--- src/rtl/pipelined_control_unit.sv ---
// RV32I control path: decodes in D and carries the control bundle through E, M and W.
// Define CTRL_ILLEGAL_EN to add the illegal_W output that flags unsupported encodings in W.
module pipelined_control_unit #(
    parameter int unsigned ALU_CTRL_W   = 4,
    parameter int unsigned RESULT_SEL_W = 2,
    parameter int unsigned IMM_SEL_W    = 3
) (
    input  logic                    clk,
    input  logic                    reset,
    input  logic [6:0]              opcode,
    input  logic [2:0]              funct3,
    input  logic [6:0]              funct7,
    input  logic                    flush_E,
    input  logic                    zero_E,
    input  logic                    lt_E,
    input  logic                    ltu_E,
    output logic [IMM_SEL_W-1:0]    sel_imm_D,
    output logic [ALU_CTRL_W-1:0]   ctrl_ALU_E,
    output logic                    ctrl_srcB_E,
    output logic                    ctrl_srcA_pc_E,
    output logic                    jalr_E,
    output logic                    pc_src_E,
    output logic                    ctrl_data_memory_WE_M,
    output logic [RESULT_SEL_W-1:0] ctrl_result_M,
    output logic                    ctrl_register_file_WE_M,
    output logic                    ctrl_register_file_WE_W,
    output logic [RESULT_SEL_W-1:0] ctrl_result_W
`ifdef CTRL_ILLEGAL_EN
    ,
    output logic                    illegal_W
`endif
);

    localparam logic [6:0] OpR      = 7'b0110011;
    localparam logic [6:0] OpImm    = 7'b0010011;
    localparam logic [6:0] OpLoad   = 7'b0000011;
    localparam logic [6:0] OpStore  = 7'b0100011;
    localparam logic [6:0] OpBranch = 7'b1100011;
    localparam logic [6:0] OpJal    = 7'b1101111;
    localparam logic [6:0] OpJalr   = 7'b1100111;
    localparam logic [6:0] OpLui    = 7'b0110111;

    localparam logic [ALU_CTRL_W-1:0] AluAdd   = ALU_CTRL_W'(4'd0);
    localparam logic [ALU_CTRL_W-1:0] AluSub   = ALU_CTRL_W'(4'd1);
    localparam logic [ALU_CTRL_W-1:0] AluAnd   = ALU_CTRL_W'(4'd2);
    localparam logic [ALU_CTRL_W-1:0] AluOr    = ALU_CTRL_W'(4'd3);
    localparam logic [ALU_CTRL_W-1:0] AluXor   = ALU_CTRL_W'(4'd4);
    localparam logic [ALU_CTRL_W-1:0] AluSlt   = ALU_CTRL_W'(4'd5);
    localparam logic [ALU_CTRL_W-1:0] AluSll   = ALU_CTRL_W'(4'd6);
    localparam logic [ALU_CTRL_W-1:0] AluSrl   = ALU_CTRL_W'(4'd7);
    localparam logic [ALU_CTRL_W-1:0] AluSra   = ALU_CTRL_W'(4'd8);
    localparam logic [ALU_CTRL_W-1:0] AluSltu  = ALU_CTRL_W'(4'd9);
    localparam logic [ALU_CTRL_W-1:0] AluPassB = ALU_CTRL_W'(4'd10);

    localparam logic [RESULT_SEL_W-1:0] ResMem = RESULT_SEL_W'(2'd1);
    localparam logic [RESULT_SEL_W-1:0] ResPc4 = RESULT_SEL_W'(2'd2);

    localparam logic [IMM_SEL_W-1:0] ImmI = IMM_SEL_W'(3'd0);
    localparam logic [IMM_SEL_W-1:0] ImmS = IMM_SEL_W'(3'd1);
    localparam logic [IMM_SEL_W-1:0] ImmB = IMM_SEL_W'(3'd2);
    localparam logic [IMM_SEL_W-1:0] ImmJ = IMM_SEL_W'(3'd3);
    localparam logic [IMM_SEL_W-1:0] ImmU = IMM_SEL_W'(3'd4);

    // All-zero bundle is the bubble: add, ALU result, no enables, no branch/jump.
    typedef struct packed {
        logic [ALU_CTRL_W-1:0]   alu;
        logic                    src_b_imm;
        logic                    src_a_pc;
        logic                    jalr;
        logic                    branch;
        logic                    jump;
        logic [2:0]              funct3;
        logic                    rf_we;
        logic                    dm_we;
        logic [RESULT_SEL_W-1:0] result;
    } ctrl_t;

    ctrl_t                   dec;
    ctrl_t                   ctrl_E_q;
    logic                    r_funct7_ok;
    logic                    br_cond;
    logic                    rf_we_M_q;
    logic                    dm_we_M_q;
    logic [RESULT_SEL_W-1:0] result_M_q;
    logic                    rf_we_W_q;
    logic [RESULT_SEL_W-1:0] result_W_q;

    function automatic logic [ALU_CTRL_W-1:0] alu_op(input logic [2:0] f3, input logic alt,
                                                     input logic is_r);
        case (f3)
            3'b000:  alu_op = (is_r && alt) ? AluSub : AluAdd;
            3'b001:  alu_op = AluSll;
            3'b010:  alu_op = AluSlt;
            3'b011:  alu_op = AluSltu;
            3'b100:  alu_op = AluXor;
            3'b101:  alu_op = alt ? AluSra : AluSrl;
            3'b110:  alu_op = AluOr;
            default: alu_op = AluAnd;
        endcase
    endfunction

    assign r_funct7_ok = (funct7 == 7'b0000000) || (funct7 == 7'b0100000);

    always_comb begin
        dec       = '0;
        sel_imm_D = ImmI;
        case (opcode)
            OpR: begin
                if (r_funct7_ok) begin
                    dec.rf_we = 1'b1;
                    dec.alu   = alu_op(funct3, funct7[5], 1'b1);
                end
            end
            OpImm: begin
                dec.rf_we     = 1'b1;
                dec.src_b_imm = 1'b1;
                dec.alu       = alu_op(funct3, funct7[5], 1'b0);
            end
            OpLoad: begin
                dec.rf_we     = 1'b1;
                dec.src_b_imm = 1'b1;
                dec.result    = ResMem;
            end
            OpStore: begin
                dec.dm_we     = 1'b1;
                dec.src_b_imm = 1'b1;
                sel_imm_D     = ImmS;
            end
            OpBranch: begin
                dec.branch = 1'b1;
                dec.funct3 = funct3;
                dec.alu    = AluSub;
                sel_imm_D  = ImmB;
            end
            OpJal, OpJalr: begin
                dec.jump      = 1'b1;
                dec.jalr      = (opcode == OpJalr);
                dec.rf_we     = 1'b1;
                dec.src_b_imm = 1'b1;
                dec.src_a_pc  = 1'b1;
                dec.result    = ResPc4;
                sel_imm_D     = (opcode == OpJal) ? ImmJ : ImmI;
            end
            OpLui: begin
                dec.rf_we     = 1'b1;
                dec.src_b_imm = 1'b1;
                dec.alu       = AluPassB;
                sel_imm_D     = ImmU;
            end
            default: ;
        endcase
    end

    always_comb begin
        br_cond = 1'b0;
        case (ctrl_E_q.funct3)
            3'b000:  br_cond = zero_E;
            3'b001:  br_cond = !zero_E;
            3'b100:  br_cond = lt_E;
            3'b101:  br_cond = !lt_E;
            3'b110:  br_cond = ltu_E;
            3'b111:  br_cond = !ltu_E;
            default: br_cond = 1'b0;
        endcase
    end

    assign pc_src_E = ctrl_E_q.jump | (ctrl_E_q.branch & br_cond);

    // A redirect squashes the instruction in D; the E instruction itself still moves to M.
    always_ff @(posedge clk) begin
        if (reset || flush_E || pc_src_E) begin
            ctrl_E_q <= '0;
        end else begin
            ctrl_E_q <= dec;
        end
        if (reset) begin
            rf_we_M_q  <= 1'b0;
            dm_we_M_q  <= 1'b0;
            result_M_q <= '0;
            rf_we_W_q  <= 1'b0;
            result_W_q <= '0;
        end else begin
            rf_we_M_q  <= ctrl_E_q.rf_we;
            dm_we_M_q  <= ctrl_E_q.dm_we;
            result_M_q <= ctrl_E_q.result;
            rf_we_W_q  <= rf_we_M_q;
            result_W_q <= result_M_q;
        end
    end

`ifdef CTRL_ILLEGAL_EN
    logic illegal_D;
    logic illegal_E_q;
    logic illegal_M_q;
    logic illegal_W_q;

    assign illegal_D = !(opcode inside {OpR, OpImm, OpLoad, OpStore, OpBranch, OpJal, OpJalr,
                                        OpLui}) || ((opcode == OpR) && !r_funct7_ok);

    always_ff @(posedge clk) begin
        if (reset || flush_E || pc_src_E) begin
            illegal_E_q <= 1'b0;
        end else begin
            illegal_E_q <= illegal_D;
        end
        if (reset) begin
            illegal_M_q <= 1'b0;
            illegal_W_q <= 1'b0;
        end else begin
            illegal_M_q <= illegal_E_q;
            illegal_W_q <= illegal_M_q;
        end
    end

    assign illegal_W = illegal_W_q;
`endif

    assign ctrl_ALU_E              = ctrl_E_q.alu;
    assign ctrl_srcB_E             = ctrl_E_q.src_b_imm;
    assign ctrl_srcA_pc_E          = ctrl_E_q.src_a_pc;
    assign jalr_E                  = ctrl_E_q.jalr;
    assign ctrl_data_memory_WE_M   = dm_we_M_q;
    assign ctrl_result_M           = result_M_q;
    assign ctrl_register_file_WE_M = rf_we_M_q;
    assign ctrl_register_file_WE_W = rf_we_W_q;
    assign ctrl_result_W           = result_W_q;

endmodule
--- config.mk ---
export PLATFORM = sky130hd
export DESIGN_NAME = pipelined_control_unit
export DESIGN_NICKNAME = d
export VERILOG_FILES = /design/src/rtl/pipelined_control_unit.sv
export SDC_FILE = /design/constraint.sdc
export NUM_CORES = 1
export LEC_CHECK = 0
export ABC_AREA = 1
export ABC_CLOCK_PERIOD_IN_PS = 1350
export CAP_MARGIN = 20
export CORE_MARGIN = 4
export CORE_UTILIZATION = 42
export DETAILED_ROUTE_END_ITERATION = 7
export GPL_TIMING_DRIVEN = 0
export PLACE_DENSITY = 0.78
export SYNTH_ARGS = -nofsm -noshare
export SYNTH_HDL_FRONTEND = slang
export SYNTH_SLANG_ARGS = --single-unit
--- constraint.sdc ---
create_clock -name clk -period 1.35 [get_ports clk]
set_input_delay 0.405 -clock clk [delete_from_list [all_inputs] [get_ports clk]]
set_output_delay 0.405 -clock clk [all_outputs]
set_load 0.02 [all_outputs]
Yosys cells after proc, flatten, opt, wreduce, memory -nomap -nowiden
Cells that the tools add are included.

Multiplexer cells: 17. Eq/ne operators: 20. Bitwise gates (word level): 4. Reduce and logical (&&, ||, !) cells: 14.

Operator list (number): 4-bit one-hot mux with 7 select lines (2); 7-bit by 6-bit equality test with 1-bit output (second input constant) (4); 3-bit equality test (second input constant) (7); 7-bit equality test (second input constant) (3); 4-bit one-hot mux with 4 select lines (1); 3-bit one-hot mux with 4 select lines (1); 4-bit two-way mux (2); 7-bit by 2-bit equality test with 1-bit output (second input constant) (1); 7-bit by 5-bit equality test with 1-bit output (second input constant) (1); 7-bit logical NOT (1); 3-bit by 1-bit equality test with 1-bit output (second input constant) (2); 3-bit by 2-bit equality test with 1-bit output (second input constant) (2); 3-bit logical NOT (2); 1-bit two-way mux (6); 1-bit one-hot mux with 6 select lines (1); 2-bit OR reduction (3); 6-bit OR reduction (1); 5-bit OR reduction (1); 2-bit two-way mux (2); 2-bit one-hot mux with 2 select lines (1); 1-bit logical NOT (3); 1-bit logical OR (3); 1-bit inverter (2); 1-bit one-hot mux with 2 select lines (1); other kinds (2) (2).

Output and inout port bits: 18. Register bits: 23. Word-level logic and storage cells: 70.

Logic depth before layout (Yosys ltp)
Word-level depth: 6. Mapped depth: 8.

Least setup slack after synthesis
Ideal clock, no wire load.

Kind: input to output. From: input opcode[0]. To: output sel_imm_D[0]. Arrival: 1036 ps. Stages: 4. Required time: 945 ps. Path slack: -91 ps. Path through: nand2_1 nor3_4 nand4_1 nand2_1.

Cells in the longest elaborated chain, start to end: 3. Elaborated cells between the ends (all ways): 8. Those cells by class: 5 x eq/ne; 2 x mux; 1 x reduce/logical.

Ends and longest elaborated chain: start, declared (line 10) `input logic [6:0] opcode,`; 7-bit equality test, on equally long branches (line 107, 142); 2-bit two-way mux or 2-bit OR reduction (tied branches) (line 142, 107); 3-bit one-hot mux with 4 select lines (*) (line 107) `case (opcode)`; end, declared (line 17) `output logic [IMM_SEL_W-1:0] sel_imm_D,`.

Mark *: on every way between the ends. The rest lies on a longest branch, timed or not.

Worst setup path after layout
From: register ctrl_E_q[4] (netlist bit). To: output pc_src_E.

Cells in the longest elaborated chain, start to end: 4. Elaborated cells between the ends (all ways): 9. Those cells by class: 5 x eq/ne; 1 x mux; 2 x bitwise; 1 x reduce/logical.

Ends and longest elaborated chain: start, declared (line 79) `ctrl_t ctrl_E_q;`; start signal, assigned (line 172) `ctrl_E_q <= '0;`; start signal, assigned (line 174) `ctrl_E_q <= dec;`; 3-bit equality test, or another cell as far along (line 156) `case (ctrl_E_q.funct3)`; 1-bit one-hot mux with 6 select lines (*) (line 156); 1-bit bitwise AND (*) (line 167) `assign pc_src_E = ctrl_E_q.jump | (ctrl_E_q.branch & br_cond);`; 1-bit OR (*) (line 167); end, declared (line 22) `output logic pc_src_E,`.

Marked as above.

==> flow_summary.toml <==
[run_status]
outcome = "finished, violations left"
violations = "negative setup slack"

[floorplan]
initial_core_util_pct = 44.93
die-height_um = 56.88
die_area_um2 = 3235
coreArea_um2 = 2233
dieWidth_um = 56.88
placementRows = 17
ioPinCount = 41

[layout]
ff_latch_area_um2 = 442.9
finish.utilization_pct = 71.43
diodes = 0
stdcell_count = 231
multi_input_area_um2 = 481.7
syn_to_final_growth_pct = 58.98
fill_cells = 175
fin_nets = 227
drive_above_1_share_pct = 35.47

[clock_network]
ctsHtreeMaxLevel = 1
clockBufferDepth = 2
cts_buffers = 3
cts.sinks = 22
cts_tree = "yes"
clkLatencyLatePin_ps = 310
clockRootBuffer = "clkbuf_4"
cts.clk_slew.worst_paths_ps = 120
cts_hold_buffers = 0

[global_route]
met2_usage_pct = 30.18
track_usage_pct = 16.26
grt_pass1_vias = 1094
use_met3_pct = 3.448
grt_pass1_wl_um = 4188
grt-ovfl-total = 0
antenna_found_initial = 0
busiest_layer = "met2"
grt_max_degree = 14
use_met1_pct = 14.96

[yosys]
yosys.area.top_type = "dfxtp_1"
syn_nets = 167
yosys_warnings = 0
ys_seq_elements = 22
post_synth.cell_area_avg_um2 = 6.968
synth_area_um2 = 1003
synth.distinct_cells = 21
ys_seq_area_share_pct = 43.89
netlist.area_leader.share_pct = 43.89
ys_top_cells_by_area = "dfxtp_1 (44%), nor2_1 (11%), inv_1 (10%)"
synth_cells = 144

[sta]
fin_crit_sh_pct = 122.8
rsz0062_at_grt = "yes"
drv_slew = 0
holdWs_ps = 345.4
max_clock_freq_mhz = 603.4
finalSetupTns_ps = -841.0
fin_skew_ps = 2.917
slew-limit-headroom_pct = 60.63
period_needed_ps = 1657
hold_viol = 0
tightest_slew_ps = 585.1
setup_slack_ps = -307.3
finalSetupViolCount = 5

[placed_design]
place_ws_ps = -1185
dp_hpwl_um = 1728
dp_cells = 211
portBuffers = 39
gp_congestion = 0.8709

[critical_path]
worstPathRequired_ps = 950
worstPathMaxFanout = 4
startpoint_type = "flip-flop"
worstPathArrival_ps = 1250
end_kind = "primary output"
regToRegSetupSlack_ps = 110
crit_type = "flip-flop to primary output"

[routing]
firstDrtPassIters = 4
vias_per_cell = 4.779
num_vias = 1104
drc_errors = 0
final_antenna_net_count = 0
drt_first_iter_violations = 27
drt-total-wl_um = 2520
wire_per_inst_um = 10.91

[pwr]
ir_worst_vdd_uv = 624.8
leakage_nw = 0.8487
powerDensity_nw_per_um2 = 820.9

[min_path]
min_path_type = "input port to flip-flop"

[run]
drv_cap = 0
==> worst paths after layout <==
check,start,endpoint,cells after the start
setup reg to reg,ctrl_E_q[4],ctrl_ALU_E[0],7
hold reg to reg,ctrl_E_q[3],ctrl_register_file_WE_M,2
setup / recovery,ctrl_E_q[4],pc_src_E,6
hold / removal,opcode[3],jalr_E,2
==> Yosys cell counts <==
cell / instances
nand3_1: 11
buf_4: 4
nand2_2: 2
nor3_4: 1
nand3_2: 1
inv_1: 28
nor4_1: 1
nand4_2: 1
nor2_1: 30
nor3b_1: 2
o21ai_1: 1
a21oi_1: 4
o221ai_1: 1
or2_1: 1
clkbuf_1: 1
or2_0: 1
nand4_1: 5
dfxtp_1: 22
nand2_1: 25
nor3_1: 1
o211ai_1: 1
==> layer usage <==
layer	vias up	wire length, µm
met2	45	1325
met1	490	961
met3	11	141
met4	0	90
li1	558	-
met5	-	0
==> state kept, by name, summed over array words and instances (netlist names) <==
signal,count
jalr_E,1
ctrl_srcA_pc_E,1
ctrl_ALU_E,4
ctrl_register_file_WE_M,1
ctrl_register_file_WE_W,1
ctrl_result_W,2
ctrl_result_M,2
ctrl_E_q,8
ctrl_data_memory_WE_M,1
ctrl_srcB_E,1
==> layout by cell type, fill, tap and decap left out, types with 2 or more instances in the layout <==
master / Yosys / routed
buf_4: 4 / 17
dfxtp_1: 22 / 20
buf_2: 0 / 11
nand3_2: 1 / 5
dfxtp_2: 0 / 2
nor2_1: 30 / 27
clkbuf_4: 0 / 3
buf_6: 0 / 9
clkdlybuf4s50_1: 0 / 10
nand2_2: 2 / 4
a21oi_1: 4 / 4
inv_2: 0 / 5
nand2_4: 0 / 2
dlygate4sd2_1: 0 / 3
inv_1: 28 / 23
clkbuf_2: 0 / 6
nor2_2: 0 / 2
nand2_1: 25 / 21
nand4_1: 5 / 5
nand3_1: 11 / 7
==> worst max-delay path, stage by stage, from the launching register on <==
cell     delay, ps
dfxtp_2        350
or2_0          200
nand4_1         80
nand2_1         60
nand2_2         70
nand2_2         50
buf_6          130
==> through the flow <==
| step | total power, mW | instance area, µm² |
|---|---|---|
| 4_1_cts | 1.311 | 1619 |
| 5_1_grt | 1.361 | 1595 |
| 3_3_place_gp | 0.8057 | 1436 |
| 2_1_floorplan | 0.7242 | 1011 |
| 6_report | 1.310 | 1595 |
| 3_5_place_dp | 0.8097 | 1436 |
==> area by class of cell <==
cell class              count  share of cell area (%)
clock buffers               3                   1.412
flip-flops and latches     22                   27.76
clock inverters             1                   1.882
inverters                  28                   6.588
repair buffers             55                   27.84
plain buffers               5                   2.118
multi-input cells          89                   30.20
well taps                  28                   2.196
==> where the power goes <==
part | internal [mW] | switching (mW)
clock | 0.300 | 0.195
combinational | 0.0824 | 0.0811
sequential | 0.650 | 0.000464
==> logic make-up after synthesis <==
family,count (synthesis),share of synthesized area (%)
AO/OA/AOI/OAI,7,4.115
buffers and inverters,33,13.84
flip-flops,22,43.89
AND/OR/NAND/NOR,82,38.15
==> timing repair <==
item                       CTS  global route
hold endpoints to repair     0             0
pin swaps                   11            13
resized for setup          110            16
setup buffers               19             5
setup endpoints to repair   30            19
No activity file was read; power rests on OpenSTA's default activity.
==> RTL change 1, RTL diff (config.mk and constraints unchanged) <==
Change the parameter `IMM_SEL_W` from 3 to 4.
--- a/src/rtl/pipelined_control_unit.sv
+++ b/src/rtl/pipelined_control_unit.sv
@@ -4,5 +4,5 @@
     parameter int unsigned ALU_CTRL_W   = 4,
     parameter int unsigned RESULT_SEL_W = 2,
-    parameter int unsigned IMM_SEL_W    = 3
+    parameter int unsigned IMM_SEL_W    = 4
 ) (
     input  logic                    clk,
Interface: changed (resized sel_imm_D); port bits go from 41 to 42. No check against the original RTL was run, so the function may have changed too.
==> RTL change 1 against the original RTL <==
  * The run still ends with negative setup slack left
  * Routed wire length grew 15%
  * Area after synthesis grew 1.1%
  * Setup slack lost 0.017 ns
  * Combinational power grew 9.8%
  * Total power grew 1.0%
  * Sequential share of layout area shrank 0.49 points
  * Synthesized cell count grew 1.4%
  * First-iteration DRC count shrank 3.7%
  * Clock skew shrank 0.00059 ns
  * Sequential cell count is the same
  * Design area grew 2.4%
  * Critical endpoint unchanged
  * Largest cell class unchanged
==> RTL change 1: results (changes against the original RTL) <==
STA
  – Worst Slack Setup Final: -0.3239 ns (-0.01663 ns)
  – Max Clock Skew: 0.002325 ns (-0.0005925 ns)
  – Setup TNS Final: -0.8078 ns (+0.03315 ns)
  – Hold_ws: 0.3313 ns (-0.01418 ns)
  – Final setup fails: 4 (-1)

Synthesis
  – Post-Syn Nets: 169 (+1.2%)
  – Most frequent cells after synthesis: nor2_1 (30), inv_1 (28), nand2_1 (25)
  – Warnings, synthesis: 0 (unchanged)
  – Sequential element share of the synthesized area: 43.40% (-0.49 points)
  – Largest cells by area after synthesis: dfxtp_1 (43%), nor2_1 (11%), inv_1 (10%)
  – Most used DFF post-synth: dfxtp_1
  – Unique masters post-synth: 22 (+4.8%)
  – Async SR Flop Fraction: 0% (unchanged)

Status
  – Failing checks: negative setup slack
  – Status: finished, violations left

Critical path
  – Critical path peak fanout: 4 (unchanged)
  – R2R cell count: 7 (unchanged)
  – Reg2Reg Launch Point: ctrl_E_q[4]
  – Reg2Reg Setup Slack: 0.08 ns (-0.03 ns)
  – Critical path data arrival time: 1.27 ns (+0.02 ns)
  – R2R Path End: jalr_E

Placed design
  – IO Port Bufs: 39 (unchanged)
  – Placer Congestion: 0.8520 (-2.2%)
  – Dpl ws: -1.179 ns (+0.006200 ns)
  – Placed cell area: 0.001448 mm² (+0.78%)
  – Placed wire-length estimate: 1774 µm (+2.6%)

Finish
  – Diode count: 0 (unchanged)
  – Max reg flops: 8 (unchanged)
  – Share of cells above drive strength 1: 39.32% (+3.9 points)
  – Most flops, register: ctrl_E_q
  – Nets@finish: 230 (+1.3%)
  – Fillers: 197 (+13%)

GRT
  – Initial antenna violation count: 0 (unchanged)
  – Total track usage: 17.12% (+0.86 points)
  – Largest net degree at the start of global routing: 14 (unchanged)
  – First-pass GRT wire length: 4471 µm (+6.8%)

Route
  – Vias: 1130 (+2.4%)
  – Wire per inst: 12.36 µm (+13%)
  – Initial drt markers: 26 (-3.7%)
  – Detailed Routing Iterations Pass 1: 4 (unchanged)

Clock tree
  – Total CTS buffers: 3 (unchanged)
  – Clock root buffer: clkbuf_4
  – Clock Latency Late Sink: 0.30 ns
  – Clk slew on worst S/H paths: 0.12 ns (about the same)
  – H-tree depth: 1 (unchanged)
  – Max Root-Sink Buffers: 2 (unchanged)

Min path
  – Min-Delay Endpoint: jalr_E
  – Hold-critical path depth: 2 (unchanged)
  – Tightest Hold Check Type: input port to register
  – Hold_sp: opcode[3]

Pwr
  – Leakage: 0.8803 nW (+3.7%)
  – VDD IR-drop max: 0.4646 mV (-26%)
[RTL change 1: changes by cell type in the layout (fill, tap and decap cells not counted), moves of 2 or more]
cell	unedited run	this run
inv_1	23	21
inv_2	5	7
dlymetal6s2s_1	1	4
clkdlybuf4s50_1	10	7
buf_4	17	21
[RTL change 1: cells by family after synthesis]
group                  share of synthesized area, %
flip-flops                                    43.40
AO/OA/AOI/OAI                                 4.069
AND/OR/NAND/NOR                               37.73
buffers and inverters                         14.43
other                                        0.3696
[RTL change 1: final cells by class]
cell class	instances	area share [%]
Sequential cell	22	27.28
Inverter	28	6.437
Buffer	6	2.529
Timing Repair Buffer	56	27.82
Clock buffer	3	1.379
Multi-Input combinational cell	90	30.57
Clock inverter	1	1.839
Tap cell	28	2.146
[RTL change 1: where the power goes]
group	switching [W]	total, W	internal, W	leakage (nW)
Clock	0.000194	0.000494	0.000300	0.0279
Sequential	0.000000514	0.000649	0.000648	0.178
Combinational	0.0000908	0.000180	0.0000891	0.674
[RTL change 1: what timing repair did]
item	4_1_cts	5_1_grt
cloned	0	0
pin swaps	13	16
resized for setup	112	29
hold buffers	0	0
hold endpoints to repair	0	0
endpoints found under the setup margin	30	22
buffers inserted	10	8
[RTL change 1: critical path: stages (launching register included)]
cell and delay [ns]:
dfxtp_2 0.35, or2_0 0.19, nand4_1 0.09, nand2_1 0.07, nand2_2 0.08, nand2_2 0.06, buf_6 0.13
[RTL change 1: worst max path at each step]
stage | start | slack [ns] | cells past startpoint | endpoint
CTS | ctrl_E_q[4] | -0.32 | 6 | pc_src_E
detailed placement | opcode[3] | -1.18 | 5 | sel_imm_D[0]
global route | ctrl_E_q[4] | -0.41 | 6 | pc_src_E
global placement | opcode[3] | -1.18 | 5 | sel_imm_D[0]
finish | ctrl_E_q[4] | -0.32 | 6 | pc_src_E
floorplan | opcode[0] | -0.07 | 4 | sel_imm_D[0]
[RTL change 1: per-layer routing]
metal  vias to the layer above  GRT usage [%]  wire length, µm
met1                       502          17.13             1029
met5                         -              0                0
met3                        11          4.977              177
li1                        565              -                -
met2                        52          33.61             1598
met4                         0          4.967               86
[RTL change 1: metrics by stage]
| stage | utilization [%] | std cells |
|---|---|---|
| 3_3_place_gp | 64.21 | 213 |
| 2_1_floorplan | - | 146 |
| 6_report | 72.42 | 234 |
| 5_1_grt | 72.42 | 234 |
| 4_1_cts | 69.87 | 227 |
| 3_5_place_dp | 64.21 | 213 |
==> RTL change 2, RTL diff (config.mk and constraints unchanged) <==
Made on the original files. Register the input `funct7` before use, without a reset. The logic sees it one clock later. The other inputs are not delayed to match.
--- a/src/rtl/pipelined_control_unit.sv
+++ b/src/rtl/pipelined_control_unit.sv
@@ -76,4 +76,10 @@
     } ctrl_t;
 
+    logic [6:0] funct7_q;
+
+    always_ff @(posedge clk) begin
+        funct7_q <= funct7;
+    end
+
     ctrl_t                   dec;
     ctrl_t                   ctrl_E_q;
@@ -100,5 +106,5 @@
     endfunction
 
-    assign r_funct7_ok = (funct7 == 7'b0000000) || (funct7 == 7'b0100000);
+    assign r_funct7_ok = (funct7_q == 7'b0000000) || (funct7_q == 7'b0100000);
 
     always_comb begin
@@ -109,5 +115,5 @@
                 if (r_funct7_ok) begin
                     dec.rf_we = 1'b1;
-                    dec.alu   = alu_op(funct3, funct7[5], 1'b1);
+                    dec.alu   = alu_op(funct3, funct7_q[5], 1'b1);
                 end
             end
@@ -115,5 +121,5 @@
                 dec.rf_we     = 1'b1;
                 dec.src_b_imm = 1'b1;
-                dec.alu       = alu_op(funct3, funct7[5], 1'b0);
+                dec.alu       = alu_op(funct3, funct7_q[5], 1'b0);
             end
             OpLoad: begin
Formal check against the unedited RTL: not equivalent (Yosys sat finds a counterexample within 4 cycles, from zero or initial values and one cycle with reset high).
==> RTL change 2 against the original RTL <==
  * The run still ends with negative setup slack left
  * Setup slack improved by 0.0063 ns
  * Sequential cell count grew 7
  * Routed wire length is 16% higher
  * Design area is 20% higher
  * Sequential share of layout area is 2.9 points higher
  * Total power grew 38%
  * Area after synthesis up 20%
  * Global-route usage increased by 0.24 points
  * Critical path type is now input port to primary output
  * Critical endpoint unchanged
  * Highest routed layer unchanged
==> RTL change 2: results (changes against the original RTL) <==
GRT
  – Met1 Resource Use GR: 17.11% (+2.2 points)
  – Total track usage: 16.49% (+0.24 points)
  – First-pass GRT wire length: 4581 µm (+9.4%)
  – Largest net degree at the start of global routing: 11 (-3)
  – GR Util met3: 5.660% (+2.2 points)
  – Vias in the first global route: 1115 (+1.9%)

Clock tree
  – Total CTS buffers: 5 (+2)
  – H-tree depth: 2 (+1)
  – Clock Latency Late Sink: 0.33 ns (+0.02 ns)

Status
  – Status: finished, violations left
  – Failing checks: negative setup slack

Placed design
  – Placer Congestion: 0.8411 (-3.4%)
  – Placed wire-length estimate: 1813 µm (+4.9%)

STA
  – Worst Slack Setup Final: -0.3010 ns (+0.006270 ns)
  – Final setup fails: 4 (-1)
  – Max Clock Skew: 0.009783 ns (+0.006866 ns)

Finish
  – Share of cells above drive strength 1: 39.11% (+3.6 points)
  – Clk cell area share: 4.637% (+1.3 points)
  – Flip-flop and latch area: 586.8 µm² (+32%)
  – Comb_multi_in: 91 (+2.2%)

Pwr
  – Cell Int Power: 0.001412 W (+37%)
  – VDD IR-drop max: 0.8400 mV (+34%)

Route
  – Initial drt markers: 54 (+100%)
  – Wire per inst: 11.45 µm (+4.9%)
  – Wl on met1: 1088 µm (+13%)
  – Vias: 1197 (+8.4%)
  – Routed wl met3: 207 µm (+47%)

Synthesis
  – Yosys reg bits: 29 (+32%)
  – Synth Cell Area: 0.001200 mm² (+20%)

Critical path
  – Max stage delay on crit path: 0.24 ns (-0.11 ns)
[RTL change 2: power by group through the flow]
stage	clock (W)	sequential (W)	combinational [W]
finish	0.000738	0.000868	0.000204
global route	0.000794	0.000870	0.000221
CTS	0.000762	0.000870	0.000178
detailed placement	0	0.000890	0.000148
global placement	0	0.000890	0.000143
floorplan	0	0.000891	0.0000620
[RTL change 2: cells by family (layout without fill, tap and decap cells)]
logic type | after synthesis | count (layout) | share of synthesized area (%)
buffers and inverters | 40 | 105 | 13.76
AND/OR/NAND/NOR | 85 | 85 | 35.35
AO/OA/AOI/OAI | 6 | 6 | 2.502
flip-flops | 29 | 29 | 48.38
[RTL change 2: metrics by stage]
stage / std cells / utilization, % / hold WS [ns] / setup slack (ns)
after floorplan: 160 / - / 0.3883 / -0.02365
after global placement: 230 / 60.05 / 0.3937 / -1.142
after detailed placement: 230 / 60.05 / 0.3980 / -1.143
after CTS: 250 / 68.97 / 0.2407 / -0.3080
after global routing: 256 / 70.07 / 0.3168 / -0.3951
final: 256 / 70.07 / 0.3394 / -0.3010
[RTL change 2: worst paths after layout]
check | from | end | slack [ns] | cells after the start
max | ltu_E | pc_src_E | -0.30 | 7
min | opcode[3] | jalr_E | 0.34 | 3
min reg2reg | ctrl_E_q[2] | ctrl_data_memory_WE_M | 0.40 | 2
max reg2reg | funct7_q[1] | ctrl_ALU_E[0] | 0.09 | 8
[RTL change 2: worst register-to-register path, cell delays in order (launching register included)]
cell and delay (ns):
dfxtp_1 0.30, or2_1 0.22, nor2_1 0.21, nand2_2 0.10, nand2_2 0.11, nand3_2 0.07
nand2_1 0.07, inv_1 0.04, nor2_1 0.09
[RTL change 2: repair_timing]
action	in CTS	in global routing
endpoints found under the setup margin	26	21
buffers inserted	12	7
gates resized for setup	137	21
pin swaps	13	11
endpoints found under the hold margin	0	0
